<file path="src/rtl/ap_ctrl_pkg.sv">
// rtl/ap_ctrl_pkg.sv - shared FSM type and sizing helper for the ap_ctrl driver
package ap_ctrl_pkg;

  typedef enum logic [1:0] {
    S_IDLE   = 2'd0,
    S_RUN    = 2'd1,
    S_FINISH = 2'd2
  } state_e;

  // Width needed to count 0..max_out transactions in flight.
  function automatic int out_width(input int max_out);
    return $clog2(max_out + 1);
  endfunction

endpackage

</file>
<file path="src/rtl/ap_ts_fifo.sv">
// rtl/ap_ts_fifo.sv - start-timestamp FIFO; same-cycle push+pop on empty bypasses storage
module ap_ts_fifo #(
  parameter int DEPTH = 2,
  parameter int W     = 32,
  parameter int CW    = 2
) (
  input  logic          clock,
  input  logic          reset,
  input  logic          push_i,
  input  logic          pop_i,
  input  logic [W-1:0]  wr_data_i,
  output logic [W-1:0]  rd_data_o,
  output logic [CW-1:0] count_o,
  output logic          full_o,
  output logic          empty_o
);
  localparam int PTR_W = (DEPTH > 1) ? $clog2(DEPTH) : 1;

  logic [W-1:0]     mem_q [DEPTH];
  logic [PTR_W-1:0] wr_ptr_q, rd_ptr_q;
  logic [CW-1:0]    count_q;
  logic             bypass, do_push, do_pop;

  function automatic logic [PTR_W-1:0] ptr_inc(input logic [PTR_W-1:0] p);
    return (p == PTR_W'(DEPTH - 1)) ? '0 : p + PTR_W'(1);
  endfunction

  always_comb begin
    empty_o   = (count_q == '0);
    full_o    = (count_q == CW'(DEPTH));
    bypass    = push_i && pop_i && empty_o;
    do_push   = push_i && !bypass;
    do_pop    = pop_i && !empty_o;
    rd_data_o = empty_o ? wr_data_i : mem_q[rd_ptr_q];
    count_o   = count_q;
  end

  always_ff @(posedge clock) begin
    if (reset) begin
      wr_ptr_q <= '0;
      rd_ptr_q <= '0;
      count_q  <= '0;
    end else begin
      if (do_push) begin
        mem_q[wr_ptr_q] <= wr_data_i;
        wr_ptr_q        <= ptr_inc(wr_ptr_q);
      end
      if (do_pop) rd_ptr_q <= ptr_inc(rd_ptr_q);
      count_q <= count_q + CW'(do_push) - CW'(do_pop);
    end
  end

endmodule

</file>
<file path="src/rtl/ap_ctrl_driver.sv">
// rtl/ap_ctrl_driver.sv - HLS ap_ctrl_chain initiator: overlapped starts, continue back-pressure,
// per-transaction latency and protocol error tracking
module ap_ctrl_driver
  import ap_ctrl_pkg::*;
#(
  parameter int CNT_W   = 16,
  parameter int LAT_W   = 32,
  parameter int MAX_OUT = 2,
  parameter int DLY_W   = 4
) (
  input  logic             clock,
  input  logic             reset,
  input  logic             cfg_go,
  input  logic [CNT_W-1:0] cfg_num_txn,
  input  logic [DLY_W-1:0] cfg_cont_delay,
  output logic             ap_start,
  input  logic             ap_ready,
  input  logic             ap_done,
  input  logic             ap_idle,
  output logic             ap_continue,
  output logic             busy,
  output logic             finish,
  output logic [CNT_W-1:0] txn_issued,
  output logic [CNT_W-1:0] txn_done,
  output logic [LAT_W-1:0] last_latency,
  output logic [LAT_W-1:0] max_latency,
  output logic             err_protocol
);
  localparam int OUT_W = out_width(MAX_OUT);

  state_e           state_q, state_d;
  logic [CNT_W-1:0] num_q, num_d, issued_q, issued_d, done_q, done_d;
  logic [DLY_W-1:0] delay_q, delay_d, wait_q, wait_d;
  logic [LAT_W-1:0] ts_q, last_q, last_d, max_q, max_d, ts_pop;
  logic [OUT_W-1:0] outstanding, out_nxt;
  logic             start_q, start_d, err_q, err_d, fin_chk_q, fin_chk_d;
  logic             go, start_acc, done_acc, push, pop, fifo_full, fifo_empty, viol;

  ap_ts_fifo #(
    .DEPTH(MAX_OUT),
    .W    (LAT_W),
    .CW   (OUT_W)
  ) u_ts_fifo (
    .clock    (clock),
    .reset    (reset),
    .push_i   (push),
    .pop_i    (pop),
    .wr_data_i(ts_q),
    .rd_data_o(ts_pop),
    .count_o  (outstanding),
    .full_o   (fifo_full),
    .empty_o  (fifo_empty)
  );

  always_comb begin
    go          = cfg_go && (state_q != S_RUN);
    start_acc   = start_q && ap_ready;
    // wait_q counts cycles ap_done has been pending; delay 0 releases in the same cycle
    ap_continue = (state_q == S_RUN) && ap_done && (wait_q >= delay_q);
    done_acc    = ap_done && ap_continue;
    push        = start_acc && (!fifo_full || done_acc);
    pop         = done_acc && (!fifo_empty || push);
    out_nxt     = outstanding + OUT_W'(push) - OUT_W'(pop);
    viol        = (ap_ready && !start_q) || (ap_done && fifo_empty && !start_acc) ||
                  (fin_chk_q && !ap_idle);

    state_d  = state_q;
    num_d    = num_q;
    delay_d  = delay_q;
    issued_d = issued_q;
    done_d   = done_q;
    last_d   = last_q;
    max_d    = max_q;
    err_d    = err_q | viol;
    wait_d   = (ap_done && !done_acc && state_q == S_RUN) ?
               ((wait_q == '1) ? wait_q : wait_q + DLY_W'(1)) : '0;

    if (start_acc && issued_q != '1) issued_d = issued_q + CNT_W'(1);
    if (done_acc && done_q != '1) done_d = done_q + CNT_W'(1);
    if (pop) begin
      last_d = ts_q - ts_pop;
      if (last_d > max_q) max_d = last_d;
    end
    if (state_q == S_RUN && done_acc && done_d == num_q) state_d = S_FINISH;

    if (go) begin
      num_d    = cfg_num_txn;
      delay_d  = cfg_cont_delay;
      issued_d = '0;
      done_d   = '0;
      last_d   = '0;
      max_d    = '0;
      err_d    = 1'b0;
      wait_d   = '0;
      state_d  = (cfg_num_txn == '0) ? S_FINISH : S_RUN;
    end

    // Built from next-state values, so a raised start naturally holds until ap_ready.
    start_d   = (state_d == S_RUN) && (issued_d < num_d) && (out_nxt < OUT_W'(MAX_OUT));
    fin_chk_d = (state_d == S_FINISH) && ((state_q != S_FINISH) || go);
  end

  always_ff @(posedge clock) begin
    if (reset) begin
      state_q   <= S_IDLE;
      num_q     <= '0;
      delay_q   <= '0;
      issued_q  <= '0;
      done_q    <= '0;
      wait_q    <= '0;
      ts_q      <= '0;
      last_q    <= '0;
      max_q     <= '0;
      start_q   <= 1'b0;
      err_q     <= 1'b0;
      fin_chk_q <= 1'b0;
    end else begin
      state_q   <= state_d;
      num_q     <= num_d;
      delay_q   <= delay_d;
      issued_q  <= issued_d;
      done_q    <= done_d;
      wait_q    <= wait_d;
      ts_q      <= ts_q + LAT_W'(1);
      last_q    <= last_d;
      max_q     <= max_d;
      start_q   <= start_d;
      err_q     <= err_d;
      fin_chk_q <= fin_chk_d;
    end
  end

  assign ap_start     = start_q;
  assign busy         = (state_q == S_RUN);
  assign finish       = (state_q == S_FINISH);
  assign txn_issued   = issued_q;
  assign txn_done     = done_q;
  assign last_latency = last_q;
  assign max_latency  = max_q;
  assign err_protocol = err_q;

endmodule
</file>
<file path="config.mk">
export PLATFORM = sky130hd
export DESIGN_NAME = ap_ctrl_driver
export DESIGN_NICKNAME = d
export VERILOG_FILES = /design/src/rtl/ap_ctrl_pkg.sv /design/src/rtl/ap_ts_fifo.sv /design/src/rtl/ap_ctrl_driver.sv
export SDC_FILE = /design/constraint.sdc
export NUM_CORES = 1
export LEC_CHECK = 0
export ABC_AREA = 1
export CELL_PAD_IN_SITES_DETAIL_PLACEMENT = 0
export CELL_PAD_IN_SITES_GLOBAL_PLACEMENT = 1
export CORE_ASPECT_RATIO = 0.7
export CORE_MARGIN = 1
export CORE_UTILIZATION = 29
export CTS_CLUSTER_DIAMETER = 150
export CTS_CLUSTER_SIZE = 20
export DETAILED_ROUTE_END_ITERATION = 10
export GPL_TIMING_DRIVEN = 0
export PLACE_DENSITY_LB_ADDON = 0.3
export RECOVER_POWER = 50
export SLEW_MARGIN = 25
export SYNTH_ARGS = -nofsm -noshare
export SYNTH_HDL_FRONTEND = slang
export SYNTH_HIERARCHICAL = 1
export SYNTH_SLANG_ARGS = --single-unit
</file>
<file path="constraint.sdc">
create_clock -name clock -period 5.4 [get_ports clock]
set_input_delay 1.08 -clock clock [delete_from_list [all_inputs] [get_ports clock]]
set_output_delay 1.08 -clock clock [all_outputs]
set_load 0.05 [all_outputs]
</file>
* Word-level counts from Yosys, hierarchy flattened *
Memory sizes are Yosys's and may differ from the RTL's. A register that Yosys moved wholly into a read port is not among the register bits.
Index checks and enable logic that the tools add are counted.

word-level totals
  memory bits (writable) = 64
  output and inout bits = 101
  logic and storage cells = 100
  memories = 1
  flip-flop bits (word level) = 161
  input port bits = 26

operators by class
  muxes and demuxes = 15
  add/sub/neg operators = 11
  bitwise logic cells = 2
  equality and inequality tests = 11
  magnitude comparators = 4
  reductions and logical operators = 41

memories
  memory           depth  width  read ports  clocked after memory_dff  wr ports  RTL line          text
  u_ts_fifo.mem_q  2      32     1           1                         1         ap_ts_fifo.sv:19  logic [W-1:0] mem_q [DEPTH];

operator list
  cell                     number
  $mux W16                 4
  $add A16 B1 Y16 const B  2
  $add A32 B1 Y32 const B  1
  $gt A32 B32 Y1           1
  $mux W32                 1
  $ne A16 B16 Y1 const B   2
  $sub A32 B32 Y32         1
  $logic_and A1 B1 Y1      24
  $eq A16 B16 Y1           1
  $logic_not A16 Y1        1
  $lt A16 B16 Y1           1
  $logic_not A1 Y1         7
  $mux W1                  7
  $eq A2 B2 Y1 const B     3
  $mux W2                  3
  $logic_or A1 B1 Y1       5
  $add A2 B1 Y2            2
  $add A4 B1 Y4 const B    1
  $eq A2 B1 Y1 const B     2
  $eq A4 B4 Y1 const B     1
  $ge A4 B4 Y1             1
  $sub A2 B1 Y2            2
  $reduce_or A3 Y1         1
  $add A1 B1 Y1 const B    2
  8 further kinds          8

* Logic depth before layout (Yosys ltp) *
Gate-level depths: netlist of run 1.

  depth after elaboration = 15
  mapped depth = 31
  gate-level depth less buffers = 31

* Modules after synthesis *
The synthesis of run 1 kept the hierarchy.

by module, submodules not included
  module          area an instance (um^2)  cells an instance  times used  sequential area each (um^2)
  ap_ctrl_driver  10243.6                  1510               1           3143.0
  ap_ts_fifo      3210.6                   278                1           2021.9

* Least setup slack after synthesis of run 1 *
Ideal clock, no wire load.

  kind = register to register
  from = register u_ts_fifo.count_q[1], in the netlist u_ts_fifo/count_o[1]
  to = register max_q[29], in the netlist max_latency[29]
  arrival = 4.191 ns
  required time = 5.287 ns
  library setup time = 0.113 ns
  clock period less this slack = 4.304 ns
  stages on the path, launching flop included = 32
  path buffers = 2
  slack = 1.096 ns
  cell sequence = dfxtp_1 > nor2_4 > buf_4 > nand2_1 > o21ai_1 > ha_1 > inv_1 > fa_1 > nand2_1 > inv_1 > nand2_1 > nand2_1 > a21oi_1 > o21ai_2 > nand3_1 > nand3_1 > nand2_1 > nand2_1 > nand2_1 > nand2_1 > xor2_1 > ha_1 > nand4_1 > nor3_1 > inv_1 > nor4_2 > nand2_1 > nand3_1 > nand2_2 > buf_2 > nor2_1 > nor2_1

on the way
  elaborated cells between the ends (all ways) = 12
  classes of those cells = add/sub (1); order compare (1); eq/ne (1); mux (1); reduce/logical (8)

RTL lines
  what                         RTL line               text
  from (decl)                  ap_ts_fifo.sv:21       logic [CW-1:0] count_q;
  from (signal assigned)       ap_ts_fifo.sv:49       count_q <= count_q + CW'(do_push) - CW'(do_pop);
  $logic_not A2 Y1 (*)         ap_ts_fifo.sv:29       empty_o = (count_q == '0);
  $mux W32 (*)                 ap_ts_fifo.sv:34       rd_data_o = empty_o ? wr_data_i : mem_q[rd_ptr_q];
  net ts_pop[0]                ap_ctrl_driver.sv:34   logic [LAT_W-1:0] ts_q, last_q, last_d, max_q, max_d, ts_pop;
  $sub A32 B32 Y32 (*)         ap_ctrl_driver.sv:81   last_d = ts_q - ts_pop;
  $gt A32 B32 Y1               ap_ctrl_driver.sv:82   if (last_d > max_q) max_d = last_d;
  $reduce_and A2 Y1 (no line)  --
  to (signal assigned)         ap_ctrl_driver.sv:126  max_q <= max_d;
  to (decl)                    ap_ctrl_driver.sv:34

The timed path passes the listed nets; every way through them passes the cells marked *.
A chain may end at the register's enable or synchronous reset.

==> results of run 1 <==
state kept, by name, summed over array words and instances (netlist names), 2 cells and up, named ones only:
signal and cells:
u_ts_fifo/mem_q 64, last_latency 32, max_latency 32, ts_q 32, num_q 16, txn_done 16, txn_issued 16, delay_q 4
wait_q 4, state_q 2, u_ts_fifo/count_o 2
path summary, 6_finish.rpt:
| kind | depth (start not counted) | slack, ns | startpoint | to |
|---|---|---|---|---|
| max | 30 | 0.27 | flip-flop | max_latency[17]$_SDFFE_PP0P_ |
| max reg2reg | 30 | 0.27 | flip-flop | max_latency[17]$_SDFFE_PP0P_ |
| min | 2 | 0.48 | delay_q[1]$_SDFFE_PP0P_ | delay_q[1]$_SDFFE_PP0P_ |
| min reg2reg | 2 | 0.48 | delay_q[1]$_SDFFE_PP0P_ | delay_q[1]$_SDFFE_PP0P_ |
placed cells by master, fill, tap and decap left out, drive strengths merged, types with 6 or more instances in the layout:
master	synthesis	routed
nand2	384	385
inv	275	277
nor2	203	203
dfxtp	162	162
o21ai	145	145
a21oi	121	121
ha	89	89
nand3	88	88
dlygate4sd3	0	75
edfxtp	64	64
clkdlybuf4s50	0	51
clkbuf	22	50
xor2	37	37
buf	29	33
nand4	31	31
nor3	28	28
o21bai	24	24
nor4	17	17
xnor2	10	10
o21a	9	9
nand3b	7	7
a211oi	7	7
a31oi	7	7
o211ai	6	6
worst max-delay path: cells and delay by family, from the launching register on:
family,cells,cell delay (ns)
flip-flops,1,0.32
AO/OA/AOI/OAI,5,0.79
adder cells (fa/ha/maj),3,0.83
XOR/XNOR,1,0.18
AND/OR/NAND/NOR,15,2.04
buffers and inverters,6,0.84
cell type report:
type | count | area, um^2 | share of cell area
Buffer | 51 | 345 | 0.0214
Clock buffer | 24 | 409 | 0.0254
Clock inverter | 2 | 25.0 | 0.00155
Inverter | 275 | 1030 | 0.0640
Multi-Input combinational cell | 1237 | 7030 | 0.436
Sequential cell | 226 | 5170 | 0.321
Tap cell | 603 | 754 | 0.0468
Timing Repair Buffer | 134 | 1350 | 0.0840
routing by layer:
layer / global-route usage / vias up / wire [um]
li1: - / 6192 / -
met1: 0.280 / 5687 / 22900
met2: 0.249 / 229 / 16800
met3: 0.0175 / 34 / 1840
met4: 0.0306 / 0 / 642
met5: 0 / - / 0
cells by family after synthesis:
| family | Yosys count |
|---|---|
| simple gates | 764 |
| compound gates | 332 |
| buf+inv | 326 |
| flops | 226 |
| fa+ha+maj | 90 |
| xor+xnor | 47 |
| mux | 3 |
through the flow:
step / hold slack [ns] / total power, uW / TNS [ns] / cell area [um^2] / utilization
global route: 0.505 / 4290 / 0 / 16100 / 0.355
global placement: 0.463 / 2860 / -36.17 / 15500 / 0.341
finish: 0.482 / 4070 / 0 / 16100 / 0.355
detailed placement: 0.468 / 2880 / -12.92 / 15500 / 0.342
floorplan: 0.435 / 2530 / 0 / 13500 / -
CTS: 0.484 / 4080 / 0 / 16000 / 0.352
repair_timing:
action	CTS	global route
cloned	0	1
resized for setup	6	25
buffers inserted	0	6
pin swaps	0	6
setup endpoints to repair	32	32
where the power goes:
group | total (uW) | internal [uW] | switching [uW]
clock network | 1180 | 537 | 645
logic | 1080 | 358 | 726
registers | 1800 | 1770 | 31.2
total | 4070 | 2660 | 1400
==> summary.txt, run 1 <==
Status - finished, final reports clean
Cell accounting for the most synthesized area - dfxtp_1
Drt pass-1 iters - 5
Post-Synth XOR/XNOR Area - 0.0306
Slew @ Worst Pin - 0.959 ns
Pwr dens - 252 nW/um^2
Largest cells by area after synthesis - dfxtp_1 24%, edfxtp_1 14%, nand2_1 9.5%, ha_1 8.3%, inv_1 7.6%
Final setup fails - 0
Fin cells - 2552
Count leader, synth - nand2_1
Area delta synth->final - 19.8%
Antenna cells - 0
Critical path's most frequent cell - nand2_1
Initial Utilization - 0.296
Clock Latency Late Sink - 0.52 ns
F_max - 195 MHz
Slowest CP cell - fa_1
Overflow after GRT - 0
Required @ worst endpoint - 5.81 ns
Multiplexer area fraction after synthesis - 0.00223
GRT Util Overall - 0.175
Highest fanout seen on the critical path - 10
Predominant post-synthesis flop cell - dfxtp_1
First-iteration detailed-routing DRC count - 923
Vias - 12100
Die area - 47300 um^2
Core Area - 45400 um^2
# IOs - 127
Post-synth EDFFs - 64
Worst slack after detailed placement - -0.470 ns
Synth top cells by count - 340 x nand2_1, 272 x inv_1, 186 x nor2_1, 162 x dfxtp_1, 120 x a21oi_1
Share of cells above drive strength 1 - 0.0841
Total Nets Final - 2056
CP Capture Type - flip-flop
Site row count - 65
Antenna violation net count after detailed routing - 0
Adder-Cell Fraction of Synth Area - 0.0843
CP Launch Type - flip-flop
Clock buffer depth - 3
Clock-pin slew on the worst setup and hold paths - 0.09 ns
CTS tree - done
Post-DR vias/cell - 4.76
Synthesis Warnings - 6
Initial antenna violation count - 0
Async SR Flop Fraction - 0
# hold bufs at CTS - 0
CTS sink count - 226
DR WL/cell - 16.5 um
GP Congestion - 0.855
Syn Std Cell Area - 13500 um^2
Count of different cell masters after synthesis - 53
Synth Register Bits - 226
Final Hold Vio Count - 0
CTS Buf Count - 15
Tcrit/Tclk final - 0.950
Vias in the first global route - 11200
DRC viols - 0
Critical path arrival - 5.54 ns
Delay of the slowest critical-path stage - 0.38 ns
Net count after synthesis - 1904
Final wirelength - 42200 um
Die height - 182 um
Largest net degree at the start of global routing - 22
Clock period minus worst slack - 5.13 ns
H-tree levels - 1
Worst hold path type - reg2reg
Die Width - 259 um
First-pass GRT wire length - 64900 um
RSZ-0062 raised after global routing - false
Setup Crit Path Kind - reg2reg
Final Max Slew Viols - 0
Area fraction in compound gates after synthesis - 0.146
Yosys top cell area share - 0.241
Clk_skew - 0.0435 ns
Post-synthesis sequential area ratio - 0.384
Worst vdd ir - 198 uV
Root Buffer - clkbuf_16
DP Cell Count - 2519
Syn Area/Cell - 7.52 um^2
Largest family of logic cells by synthesized area - simple AND/OR/NAND/NOR gates
Post-DP HPWL - 33100 um
Port Buffers - 126
Max-Cap Viols - 0
Simple-gate area share of the yosys netlist - 0.253
Fillers - 4819
Mapped Cells - 1788
Leak - 0.00673 uW
Slew headroom - 0.361
Final WS setup - 0.268 ns
No activity file was read; power rests on OpenSTA's default activity.
==> run 2, diff against run 1 <==
Settings changed: ABC_AREA 1 to not set, CTS_CLUSTER_SIZE 20 to 16, REMOVE_ABC_BUFFERS set to 1.
==> summary.txt, run 2 <==
Status - finished with violations
Failing checks - max-capacitance violations, max-slew violations
Total Nets Final - 1614
Die area - 43700 um^2
Multiplexer area fraction after synthesis - 0.0632
Setup Crit Path Kind - reg2reg
Hold slack - 0.455 ns
Met1 Wirelength - 19100 um
Seq pwr share - 0.441
CTS sink count - 226
Synth top cells by count - 172 x nor2_1, 162 x dfxtp_1, 149 x nand2_1, 89 x ha_1, 86 x inv_1
GP Congestion - 0.811
Post-DP HPWL - 25200 um
Share of cells above drive strength 1 - 0.0631
Adder-Cell Fraction of Synth Area - 0.0912
Worst hold path type - reg2reg
DR WL/cell - 16.3 um
Area delta synth->final - 22.6%
F_max - 194 MHz
Clock Latency Late Sink - 0.52 ns
Comb power frac - 0.245
Worst vdd ir - 211 uV
Leak - 0.00569 uW
Number of flip-flops in the largest register - 64
Final Max Slew Viols - 24
Post-synth EDFFs - 64
Fillers - 4204
Max-Cap Viols - 1
Overflow after GRT - 0
Post-synthesis sequential area ratio - 0.415
Tcrit/Tclk final - 0.954
FF-to-FF path depth - 24
CP Capture Type - flip-flop
Antenna violation net count after detailed routing - 0
Final WS setup - 0.247 ns
Largest net degree at the start of global routing - 55
Simple-gate area share of the yosys netlist - 0.185
Core Area - 42300 um^2
Predominant post-synthesis flop cell - dfxtp_1
Initial Utilization - 0.294
DRC viols - 0
Final setup fails - 0
Syn Area/Cell - 8.99 um^2
CTS Buf Count - 18
Largest cells by area after synthesis - dfxtp_1 26%, edfxtp_1 15%, ha_1 9.0%, mux2i_1 6.2%, nor2_1 5.2%
Die height - 175 um
Drt pass-1 iters - 5
DR top layer - met4
Met2 WL post-DR - 13200 um
Clock-pin slew on the worst setup and hold paths - 0.08 ns
Syn Std Cell Area - 12400 um^2
Antenna cells - 0
Clk pwr share - 0.314
Clock period minus worst slack - 5.15 ns
Setup TNS - 0 ns
Vias - 9834
Site row count - 63
Mapped Cells - 1383
# IOs - 127
Internal cell power - 2800 uW
Reg with most FFs - u_ts_fifo/mem_q
Slew headroom - -0.324
Async SR Flop Fraction - 0
# hold bufs at CTS - 0
Pwr dens - 266 nW/um^2
Synthesis Warnings - 6
First-iteration detailed-routing DRC count - 553
GRT Util Overall - 0.151
Vias in the first global route - 9215
Final Hold Vio Count - 0
Worst slack after detailed placement - -1.22 ns
Initial antenna violation count - 0
Count of different cell masters after synthesis - 72
Clk_skew - 0.0206 ns
Largest family of logic cells by synthesized area - simple AND/OR/NAND/NOR gates
Commonest non-fill, non-tap cells in the layout - 171 x nor2_1, 159 x dfxtp_1, 148 x nand2_1
Required @ worst endpoint - 5.80 ns
Synth Register Bits - 226
Cell accounting for the most synthesized area - dfxtp_1
Root Buffer - clkbuf_16
Port Buffers - 126
CTS tree - done
Clock buffer depth - 3
H-tree levels - 1
P_sw - 1270 uW
CP Launch Type - flip-flop
First-pass GRT wire length - 53100 um
Post-DR vias/cell - 4.78
Yosys top cell area share - 0.261
Count leader, synth - nor2_1
Hold path cells - 2
Fin area - 15200 um^2
Post-Synth XOR/XNOR Area - 0.0752
Switch share - 0.312
Critical path arrival - 5.56 ns
Die Width - 249 um
Slew @ Worst Pin - 1.98 ns
Final wirelength - 33600 um
Post-DP Area - 14400 um^2
Highest fanout seen on the critical path - 18
Commonest non-fill, non-tap cell in the layout - nor2_1
Met3 WL - 854 um
Area fraction in compound gates after synthesis - 0.124
## run 2: cell types whose count changed after synthesis, sizes merged, moves of 31 or more
cell / change
a21oi: -42
nor2: -31
o21ai: -80
xnor2: +40
inv: -188
mux2i: +74
nand2: -234
nand3: -47
## run 2: cell type report
type	instances	area (um^2)	area share
multi-input combinational	1016	6920	0.454
sequential	226	5170	0.339
timing repair buffer	148	1610	0.106
tap	552	691	0.0453
clock buffer	25	477	0.0313
inverter	88	332	0.0217
clock inverter	2	46.3	0.00304
## run 2: power groups by stage
stage | Combinational [uW] | Sequential [uW] | Clock [uW]
5_1_grt | 1110 | 1790 | 1390
6_report | 996 | 1790 | 1280
2_1_floorplan | 598 | 1850 | 0
3_5_place_dp | 912 | 1830 | 0
4_1_cts | 949 | 1790 | 1330
3_3_place_gp | 889 | 1830 | 0
## run 2: kinds of logic after synthesis
| kind of cell | after synthesis |
|---|---|
| xor+xnor | 105 |
| fa+ha+maj | 90 |
| mux | 78 |
| buf+inv | 142 |
| compound gates | 246 |
| simple gates | 496 |
| flops | 226 |
## run 2: worst paths after layout
kind,start,end,slack (ns)
setup / recovery,u_ts_fifo/count_o[1]$_SDFF_PP0_,max_latency[22]$_SDFFE_PP0P_,0.25
hold / removal,last_latency[13]$_SDFFE_PP0P_,last_latency[13]$_SDFFE_PP0P_,0.45
setup reg to reg,u_ts_fifo/count_o[1]$_SDFF_PP0_,max_latency[22]$_SDFFE_PP0P_,0.25
hold reg to reg,last_latency[13]$_SDFFE_PP0P_,last_latency[13]$_SDFFE_PP0P_,0.45
## run 2: critical path, cell delays in order (launching register included)
cell and delay (ns):
dfxtp_2 0.38, nor2_4 0.26, buf_12 0.17, nand2_1 0.05, o21ai_0 0.09, ha_1 0.20, inv_1 0.06, fa_2 0.37
a211oi_2 0.23, o21ai_2 0.14, o2111ai_2 0.27, nand4_1 0.22, a41o_4 0.32, a2111oi_2 0.41, a311oi_2 0.11, ha_1 0.21
a21o_1 0.17, a21o_1 0.18, a21oi_2 0.18, o21ai_2 0.10, nor3_2 0.24, a21oi_4 0.08, buf_4 0.16, buf_16 0.16
a31o_2 0.24
## run 2: metrics by stage
step / cells / power (uW) / utilization
global placement: 2007 / 2720 / 0.334
CTS: 2053 / 4070 / 0.356
detailed placement: 2019 / 2740 / 0.341
global route: 2057 / 4290 / 0.360
finish: 2057 / 4060 / 0.360
floorplan: 1329 / 2450 / -
## run 2: repair_timing
item,CTS,global route
gates resized for setup,17,21
setup buffers,6,2
endpoints found under the hold margin,0,0
pin swaps,5,13
endpoints found under the setup margin,32,32
gates cloned,1,2
## run 2: layer usage
metal	up-vias	track usage
met4	0	0.0278
met3	24	0.0176
met1	4629	0.246
li1	5061	-
met2	120	0.206
met5	-	0
==> run 3, diff against run 2 <==
Settings changed: CORE_ASPECT_RATIO 0.7 to not set, CTS_CLUSTER_DIAMETER 150 to 80, DONT_BUFFER_PORTS set to 1.
==> summary.txt, run 3 (synthesis results as in run 2) <==
Die height - 209 um
FF-to-FF path depth - 27
Worst slack after detailed placement - -0.981 ns
Vias - 9471
Final Power - 4240 uW
CTS tree - done
Port Buffers - 0
Slew headroom - -0.0828
Drt pass-1 iters - 5
Final Hold Vio Count - 0
Clock Latency Late Sink - 0.54 ns
Vias in the first global route - 9265
Clock period minus worst slack - 5.11 ns
First-iteration detailed-routing DRC count - 402
Commonest non-fill, non-tap cell in the layout - nor2_1
CTS sink count - 226
RSZ-0062 raised after global routing - false
GP Congestion - 0.819
Reg with most FFs - u_ts_fifo/mem_q
Antenna cells - 0
# hold bufs at CTS - 0
Comb power frac - 0.209
Initial Utilization - 0.295
Setup TNS - 0 ns
DRC viols - 0
Seq pwr share - 0.430
# IOs - 127
CTS Buf Count - 22
Die area - 43700 um^2
F_max - 196 MHz
Antenna violation net count after detailed routing - 0
Tcrit/Tclk final - 0.946
Site row count - 75
Slew @ Worst Pin - 1.62 ns
Status - finished with violations
Core Area - 42100 um^2
Clk_skew - 0.0226 ns
Max-Cap Viols - 1
Pwr dens - 298 nW/um^2
Final setup fails - 0
H-tree levels - 1
Required @ worst endpoint - 5.82 ns
Commonest non-fill, non-tap cells in the layout - 171 x nor2_1, 159 x dfxtp_1, 148 x nand2_1
CP Launch Type - flip-flop
Clock-pin slew on the worst setup and hold paths - 0.07 ns
Post-DR vias/cell - 4.90
Root Buffer - clkbuf_16
Sequential Area - 5170 um^2
Final Max Slew Viols - 20
Worst hold path type - reg2reg
Overflow after GRT - 0
Clk pwr share - 0.360
Initial antenna violation count - 0
Largest net degree at the start of global routing - 72
Final wirelength - 31000 um
Multi-input gate area - 6950 um^2
Share of cells above drive strength 1 - 0.0832
Area delta synth->final - 14.2%
Number of flip-flops in the largest register - 64
Leak - 0.00519 uW
Critical path arrival - 5.52 ns
GRT Util Overall - 0.141
DR WL/cell - 16.0 um
Switch share - 0.302
Failing checks - max-capacitance violations, max-slew violations
First-pass GRT wire length - 49800 um
P_sw - 1280 uW
Worst vdd ir - 214 uV
Setup Crit Path Kind - reg2reg
Die Width - 209 um
Highest fanout seen on the critical path - 34
Internal cell power - 2960 uW
Fillers - 4391
Post-DP HPWL - 22500 um
Total Nets Final - 1496
Hold path cells - 2
Clock buffer depth - 3
Final WS setup - 0.294 ns
CP Capture Type - flip-flop
-- run 3: cell type report --
cell class / count / area share
Tap cell: 539 / 0.0475
Clock buffer: 29 / 0.0421
Sequential cell: 226 / 0.364
Clock inverter: 9 / 0.00696
Timing Repair Buffer: 27 / 0.0268
Inverter: 88 / 0.0234
Multi-Input combinational cell: 1015 / 0.489
-- run 3: power by group through the flow --
stage | clock network [uW] | logic [uW] | registers, uW
6_report | 1530 | 887 | 1820
5_1_grt | 1650 | 1010 | 1830
4_1_cts | 1600 | 837 | 1820
3_5_place_dp | 0 | 805 | 1860
3_3_place_gp | 0 | 771 | 1860
2_1_floorplan | 0 | 598 | 1850
-- run 3: routing by layer --
| metal | up-vias | GRT usage | share of wire |
|---|---|---|---|
| li1 | 4830 | - | - |
| met1 | 4407 | 0.180 | 0.46 |
| met3 | 37 | 0.0446 | 0.072 |
| met4 | 0 | 0.0319 | 0.019 |
| met5 | - | 0 | 0 |
| met2 | 197 | 0.232 | 0.45 |
-- run 3: critical path, cell delays in order, from the launching register on --
cell	delay [ns]
dfxtp_2	0.36
nor2_4	0.24
clkbuf_16	0.20
buf_4	0.13
buf_16	0.16
nand2_1	0.06
o21ai_0	0.08
inv_1	0.06
ha_1	0.34
a21o_1	0.22
a21o_1	0.18
a21oi_1	0.21
o32ai_2	0.12
buf_4	0.17
a21boi_2	0.18
o21ai_1	0.09
xor2_1	0.19
ha_1	0.33
nand4_1	0.18
nor2_1	0.20
a211oi_2	0.07
o21ai_2	0.22
o21ai_1	0.13
a21oi_4	0.19
buf_16	0.18
buf_16	0.17
mux2i_2	0.22
nor2_1	0.06
-- run 3: final timing paths --
| path | endpoint | slack [ns] | startpoint |
|---|---|---|---|
| setup / recovery | max_latency[1]$_SDFFE_PP0P_ | 0.29 | u_ts_fifo/count_o[0]$_SDFF_PP0_ |
| hold / removal | delay_q[3]$_SDFFE_PP0P_ | 0.45 | delay_q[3]$_SDFFE_PP0P_ |
| setup reg to reg | max_latency[1]$_SDFFE_PP0P_ | 0.29 | u_ts_fifo/count_o[0]$_SDFF_PP0_ |
| hold reg to reg | delay_q[3]$_SDFFE_PP0P_ | 0.45 | delay_q[3]$_SDFFE_PP0P_ |
-- run 3: what timing repair did --
item / 4_1_cts / 5_1_grt
buffers inserted: 2 / 10
cloned: 0 / 2
pin swaps: 3 / 14
resized for setup: 18 / 33
endpoints found under the setup margin: 32 / 32
-- run 3: per-stage QoR --
step / utilization / cell area [um^2] / cells / hold WS (ns)
after floorplan: - / 12200 / 1329 / 0.430
after global placement: 0.305 / 12900 / 1868 / 0.446
after detailed placement: 0.313 / 13200 / 1881 / 0.446
after CTS: 0.331 / 14000 / 1921 / 0.456
after global routing: 0.337 / 14200 / 1933 / 0.491
final: 0.337 / 14200 / 1933 / 0.452
